==> config.mk <==
export PLATFORM = sky130hd
export DESIGN_NAME = sample_accumulator
export DESIGN_NICKNAME = d
export VERILOG_FILES = /design/src/rtl/sample_accumulator.sv
export SDC_FILE = /design/constraint.sdc
export NUM_CORES = 1
export LEC_CHECK = 0
export ABC_AREA = 1
export BUFFER_PORTS_ARGS = -buffer_cell sky130_fd_sc_hd__buf_2
export CAP_MARGIN = 20
export CORE_ASPECT_RATIO = 1.4
export CORE_MARGIN = 2
export CORE_UTILIZATION = 30
export CTS_CLUSTER_SIZE = 16
export DETAILED_ROUTE_END_ITERATION = 7
export PLACE_DENSITY = 0.55
export SLEW_MARGIN = 20
export SYNTH_ARGS = -nofsm -noshare
export SYNTH_HDL_FRONTEND = slang
export SYNTH_SLANG_ARGS = --single-unit
==> constraint.sdc <==
create_clock -name clk -period 2.6 [get_ports clk]
set_input_delay 0.13 -clock clk [delete_from_list [all_inputs] [get_ports clk]]
set_output_delay 0.13 -clock clk [all_outputs]
set_load 0.01 [all_outputs]
==> src/rtl/sample_accumulator.sv <==
// -----------------------------------------------------------------------------
// sample_accumulator
//
// Purpose:
//   Sums a fixed-length frame of NUMBER_OF_SAMPLES signed samples. Each sample
//   comes from the sign-extension stage. The block presents one saturated
//   signed result per frame over a valid/ready handshake. A frame's result is
//   held stable until it is consumed downstream. The first sample of the next
//   frame can be taken one cycle after the result handshake.
//
// Parameters:
//   WIDTH_OF_INPUT_DATA  - width of signed input samples (two's complement)
//   WIDTH_OF_OUTPUT_DATA - width of signed, saturated result
//   NUMBER_OF_SAMPLES    - samples per frame (>= 1)
//
// Ports:
//   clk          - clock; all state updates on the rising edge
//   rst          - synchronous, active-high reset
//   input_data   - signed sample
//   input_valid  - input_data is valid this cycle
//   input_ready  - block accepts a sample this cycle (registered, state only)
//   output_data  - signed frame sum, saturated to the output range
//   output_valid - output_data / saturated are valid (registered, state only)
//   output_ready - downstream consumes the result this cycle
//   saturated    - the frame sum was clipped to the output range
// -----------------------------------------------------------------------------
module sample_accumulator #(
  parameter int WIDTH_OF_INPUT_DATA  = 16,
  parameter int WIDTH_OF_OUTPUT_DATA = 16,
  parameter int NUMBER_OF_SAMPLES    = 4
) (
  input  logic                                   clk,
  input  logic                                   rst,
  input  logic signed [WIDTH_OF_INPUT_DATA-1:0]  input_data,
  input  logic                                   input_valid,
  output logic                                   input_ready,
  output logic signed [WIDTH_OF_OUTPUT_DATA-1:0] output_data,
  output logic                                   output_valid,
  input  logic                                   output_ready,
  output logic                                   saturated
);

  // The accumulator has enough headroom for a full frame of extreme samples.
  // As a result, the frame sum itself never wraps.
  localparam int ACC_W = WIDTH_OF_INPUT_DATA + $clog2(NUMBER_OF_SAMPLES) + 1;
  localparam int CNT_W = $clog2(NUMBER_OF_SAMPLES + 1);

  // The saturation compare is done one bit wider than both the accumulator
  // and the output. This keeps the MAX/MIN bounds representable in every
  // parameterisation. When the output is at least as wide as the accumulator,
  // the compare then never trips, so the result is simply sign-extended.
  localparam int CMP_W = ((ACC_W > WIDTH_OF_OUTPUT_DATA) ? ACC_W : WIDTH_OF_OUTPUT_DATA) + 1;

  localparam logic [CNT_W-1:0] LAST_COUNT = CNT_W'(NUMBER_OF_SAMPLES - 1);

  localparam logic signed [CMP_W-1:0] SAT_MAX =
    {{(CMP_W - WIDTH_OF_OUTPUT_DATA + 1){1'b0}}, {(WIDTH_OF_OUTPUT_DATA - 1){1'b1}}};
  localparam logic signed [CMP_W-1:0] SAT_MIN =
    {{(CMP_W - WIDTH_OF_OUTPUT_DATA + 1){1'b1}}, {(WIDTH_OF_OUTPUT_DATA - 1){1'b0}}};

  typedef enum logic {
    ACCUMULATE = 1'b0,
    HOLD       = 1'b1
  } state_t;

  state_t                   state;
  logic signed [ACC_W-1:0]  acc;
  logic [CNT_W-1:0]         count;

  logic signed [ACC_W-1:0]  sample_ext;
  logic signed [ACC_W-1:0]  sum_next;
  logic [WIDTH_OF_OUTPUT_DATA:0] sat_result;

  // Clips a frame sum into the output range.
  // The MSB of the return value is the saturation flag.
  // The remaining bits are the clipped, or plainly truncated, sum.
  function automatic logic [WIDTH_OF_OUTPUT_DATA:0] saturate(
    input logic signed [ACC_W-1:0] value
  );
    logic signed [CMP_W-1:0] wide;
    wide = CMP_W'(value);
    if (wide > SAT_MAX) begin
      return {1'b1, SAT_MAX[WIDTH_OF_OUTPUT_DATA-1:0]};
    end else if (wide < SAT_MIN) begin
      return {1'b1, SAT_MIN[WIDTH_OF_OUTPUT_DATA-1:0]};
    end else begin
      return {1'b0, wide[WIDTH_OF_OUTPUT_DATA-1:0]};
    end
  endfunction

  // Sign-extend the incoming sample and form the running sum.
  assign sample_ext = ACC_W'(input_data);
  assign sum_next   = acc + sample_ext;
  assign sat_result = saturate(sum_next);

  // Control FSM.
  // input_ready and output_valid are registered alongside the state, so they
  // have no combinational path from any input. In ACCUMULATE, input_ready is
  // known to be 1, so input_valid alone qualifies an accept.
  always_ff @(posedge clk) begin
    if (rst) begin
      state        <= ACCUMULATE;
      acc          <= '0;
      count        <= '0;
      output_data  <= '0;
      saturated    <= 1'b0;
      output_valid <= 1'b0;
      input_ready  <= 1'b1;
    end else begin
      case (state)
        ACCUMULATE: begin
          if (input_valid) begin
            acc <= sum_next;
            if (count == LAST_COUNT) begin
              {saturated, output_data} <= sat_result;
              count        <= '0;
              state        <= HOLD;
              input_ready  <= 1'b0;
              output_valid <= 1'b1;
            end else begin
              count <= count + CNT_W'(1);
            end
          end
        end
        HOLD: begin
          // The result registers are left untouched here, so they stay
          // stable. input_valid is deliberately not looked at.
          if (output_ready) begin
            acc          <= '0;
            state        <= ACCUMULATE;
            input_ready  <= 1'b1;
            output_valid <= 1'b0;
          end
        end
        default: begin
          state        <= ACCUMULATE;
          acc          <= '0;
          count        <= '0;
          input_ready  <= 1'b1;
          output_valid <= 1'b0;
        end
      endcase
    end
  end

endmodule

# == Yosys cells after proc, flatten, opt, wreduce, memory -nomap -nowiden ==
# Cells that the tools add are included.
# totals
out_inout_bits,19
in_bits,20
register_bits,42
elab_cells,38
# op_classes
order_cmp,2
bitwise,1
addsub,2
eq_ne,4
n_reduce_logical,4
muxes,18
# op_table
cell,n
$mux 19,2
$pmux 19 s2,1
$mux 17,2
$add 19x16->19,1
$gt 19x16->1 const B,1
$lt 19x16->1 const B,1
$mux 1,9
$ne 2x2->1 const B,3
$pmux 1 s2,3
$reduce_and 3->1,2
$reduce_and 2->1,2
$add 3x1->3 const B,1
$eq 3x2->1 const B,1
$mux 3,1
$not 1->1,1

# == Logic depth before layout (Yosys ltp) ==
# logic_depth
depth_word,4
depth_mapped,17
ltp_nobuf,16

# == Least setup slack after synthesis ==
# OpenSTA, ideal clock, no wires.
# synth_path
path_kind,register -> register
startpoint,register acc[0]
endpoint,register output_data[14]
synth_period_minus_slack_ns,2.014
t_required_ns,2.481
path_stages_with_launch,14
setup_time_ns,0.119
n_path_buf,1
arrival_ns,1.895
slack_ns,0.586
cell_sequence,dfxtp_1 -> ha_1 -> fa_1 -> nand2_1 -> nand2_1 -> nand3_1 -> nand2_2 -> nand3_2 -> nand3_1 -> nand2_1 -> nand3_2 -> a21oi_4 -> buf_6 -> a21oi_1
# synth_via
elab_chain_len,4
elab_cells_between_ends,5
classes_between,1 x add/sub; 2 x order compare; 2 x mux
# synth_lines
element,line,text
start: declaration,67,logic signed [ACC_W-1:0] acc;
start signal: assignment,113,acc <= sum_next;
$add 19x16->19 (*),93,assign sum_next = acc + sample_ext;
$lt 19x16->1,84,end else if (wide < SAT_MIN) begin
$mux 17,84,
$mux 17 (*),82,if (wide > SAT_MAX) begin
end signal: assignment,115,"{saturated, output_data} <= sat_result;"
end: declaration,37,"output logic signed [WIDTH_OF_OUTPUT_DATA-1:0] output_data,"
# Every way passes the cells marked *; elsewhere a longest branch is shown, timed or not.
# A chain may end at the register's enable or synchronous reset.

# == Final worst setup path ==
# layout_path
startpoint,register acc[0]
endpoint,register output_data[12]
# The elaborated chain is that of the path after synthesis.

==> summary.md <==
| Metric | Value |
|---|---|
| Predominant post-synthesis flop cell | dfxtp_1 |
| CTS buffer count | 5 |
| Final-report hold violation count | 0 |
| Element type at the critical path end | flop |
| Final period util | 91.4% |
| Final Hold Slack | 0.0782 ns |
| Critical Path RT | 2.75 ns |
| Slew Limit Headroom | 63.9% |
| Post-Place Setup Slack | 0.221 ns |
| Vias in the first global route | 2,513 |
| Drt first pass iters | 5 |
| Placed instance area | 2980 sq um |
| Slowest-stage cell, CP | a21oi_4 |
| Pleak | 1.61 nW |
| Count of cell types in the netlist | 31 |
| Setup TNS | 0 ns |
| Drt total wl | 7.02 mm |
| Finished Cell Area | 3150 sq um |
| Gr usage total | 14.9% |
| CTS tree | built |
| Drt drc | 0 |
| Clock root cell | clkbuf_16 |
| Synth top area cells | dfxtp_1 31%, nand2_1 19%, ha_1 8.8%, a21oi_1 7.8%, inv_1 4.7% |
| WL per Instance | 13.0 um |
| CP Cell Sequence | ha_1 > fa_1 > nand2_1 > nand2_1 > nand3_1 > nand2_2 > nand3_2 > nand3_1 > nand2_1 > nand3_2 > a21oi_4 > a21oi_1 |
| Die area | 9760 sq um |
| Peak Freq | 421 MHz |
| Initial detailed-routing violation count | 79 |
| Clock tree buffer depth | 2 |
| Post-DP HPWL | 5.54 mm |
| Area leader, netlist | dfxtp_1 |
| GRT overflow | 0 |
| Starting density of the core | 31.1% |
| Worst-Margin Slew | 0.540 ns |
| Die Width | 84.1 um |
| Synth Register Bits | 42 |
| Final Worst Setup Slack | 0.224 ns |
| Bufs and invs on worst path | 0 |
| Final antenna-violating net count | 0 |
| Count leader, synth | nand2_1 |
| Via density | 4.72 |
| Critical Path Most Common Cell | nand2_1 |
| Period minus WS final | 2.38 ns |
| YS warnings | 0 |
| Synth cell count leaders | 139 x nand2_1, 42 x a21oi_1, 42 x dfxtp_1 |
| Setup-failing EPs final | 0 |
| DR vias | 2,543 |
| Io pins | 39 |
| Fin. max-slew vios | 0 |
| Peak supply drop | 0.000339 V |
| Area Overhead vs Synth | 17.0% |
| # clock sinks | 42 |
| Unrepaired setup endpoints after global routing | no |
| H-tree Lvls | 2 |
| Crit path largest cell delay | 0.48 ns |
| Post-synthesis average cell area | 6.82 sq um |
| Sequential-to-total area share from yosys stat | 31.2% |
| Worst clock skew | 0.00678 ns |
| Data arrival, critical path | 2.52 ns |
| Multi-input logic area | 1660 sq um |
| Row cnt | 40 |
| PortBufs | 38 |
| Syn Inst Count | 395 |
| Post-synth EDFFs | 0 |
| CP Class | flop to flop |
| Nets | 473 |
| Clk slew on worst S/H paths | 0.07 ns |
| Diode count | 0 |
| Worst-Skew Late Latency | 0.29 ns |
| First-pass GRT wire length | 11.7 mm |
| Hold_buf cts | 0 |
| Post-synth ARST share | 0% |
| Initial antenna violation count | 0 |
| Core area | 8660 sq um |
| Power density over the cells | 683 nW/um^2 |
| Die height | 116 um |
| Layout cell share with drive strength beyond 1 | 17.3% |
| Yosys top cell area share | 31.2% |
| CP Max Fanout | 13 |
| Mapped Nets | 435 |
| GPL Wtd Cong | 0.825 |
| FF+latch area | 841 sq um |
| Outcome | finished, final reports clean |
| Mapped cell area | 2690 sq um |
| CP delay by family, top | simple AND/OR/NAND/NOR gates |
| Largest net degree at the start of global routing | 25 |
| Worst Hold Class | input pin to flop |
| Max Cap Viol | 0 |
| CTS resizes | 0 |
| Setup repair bufs after CTS | 0 |
| CP Launch Type | flop |
| Filler cell count | 936 |
through the flow:
stage / total power [mW] / utilization (%) / cells
5_1_grt: 2.30 / 36.4 / 539
3_3_place_gp: 1.44 / 34.4 / 531
6_report: 2.15 / 36.4 / 539
2_1_floorplan: 1.28 / - / 395
3_5_place_dp: 1.44 / 34.4 / 531
4_1_cts: 2.18 / 36.4 / 539
power by group:
part | internal (mW) | switching, mW | total, mW | leakage, nW
clock network | 0.455 | 0.275 | 0.730 | 0.0842
registers | 0.695 | 0.0279 | 0.723 | 0.343
logic | 0.238 | 0.462 | 0.700 | 1.18
total | 1.39 | 0.764 | 2.15 | 1.61
layer usage:
layer  part of all wire, %  GRT usage, %
met4                   1.3          4.84
met3                   2.4          2.61
met2                    53          28.8
met5                     0             0
met1                    43          16.4
flip-flops by register name (all words and copies together), names as in the netlist:
register      cells
acc              19
count             3
input_ready       1
output_data      16
output_valid      1
saturated         1
state             1
placed cells by master (no fill, tap or decap):
cell type,n
a21oi_1,42
xnor2_1,5
nand3_2,5
dfxtp_1,42
nor3_2,2
ha_1,19
o21ai_0,19
xor2_1,10
buf_4,3
clkinv_2,1
and3_1,1
inv_6,1
a31oi_1,1
nor2_1,19
o21bai_1,1
nand4_1,3
nor2_2,1
clkinv_1,1
nand2_1,139
nand3b_1,2
inv_2,1
o31ai_1,1
a21oi_2,9
inv_1,34
and2_1,1
clkbuf_16,5
nor3_1,2
fa_1,1
bufinv_16,1
nand3_1,15
nand2_2,7
buf_2,38
a21oi_4,1
or2_0,1
final timing paths:
kind | startpoint | slack [ns] | to | cells past startpoint
worst max-delay path | acc[0] | 0.22 | output_data[12] | 12
worst min-delay path | output_ready | 0.08 | state | 2
worst max register to register | acc[0] | 0.22 | output_data[12] | 12
worst min register to register | output_data[0] | 0.46 | output_data[0] | 2
area by class of cell:
class                   instances  share of cell area [%]
flip-flops and latches         42                    26.7
multi-input cells             307                    52.7
repair buffers                 41                    6.75
clock buffers                   5                    3.97
well taps                     105                    4.17
inverters                      36                    4.29
clock inverters                 3                    1.39
worst reg2reg max path: stages, from the launching register on:
cell     delay [ns]
dfxtp_1        0.31
ha_1           0.22
fa_1           0.42
nand2_1        0.08
nand2_1        0.06
nand3_1        0.09
nand2_2        0.08
nand3_2        0.09
nand3_1        0.07
nand2_1        0.09
nand3_2        0.11
a21oi_4        0.48
a21oi_1        0.13
cell families (layout without fill, tap and decap cells):
| group | Yosys count | in the layout | synth area share (%) |
|---|---|---|---|
| DFF | 42 | 42 | 31.2 |
| xor gates and xnor gates | 15 | 15 | 4.88 |
| adders and majority gates | 20 | 20 | 9.57 |
| AOI/OAI and AO/OA | 74 | 74 | 15.7 |
| and+or+nand+nor | 198 | 198 | 31.6 |
| buffers and inverters | 46 | 85 | 7.06 |
Power figures use the tool's default switching activity.
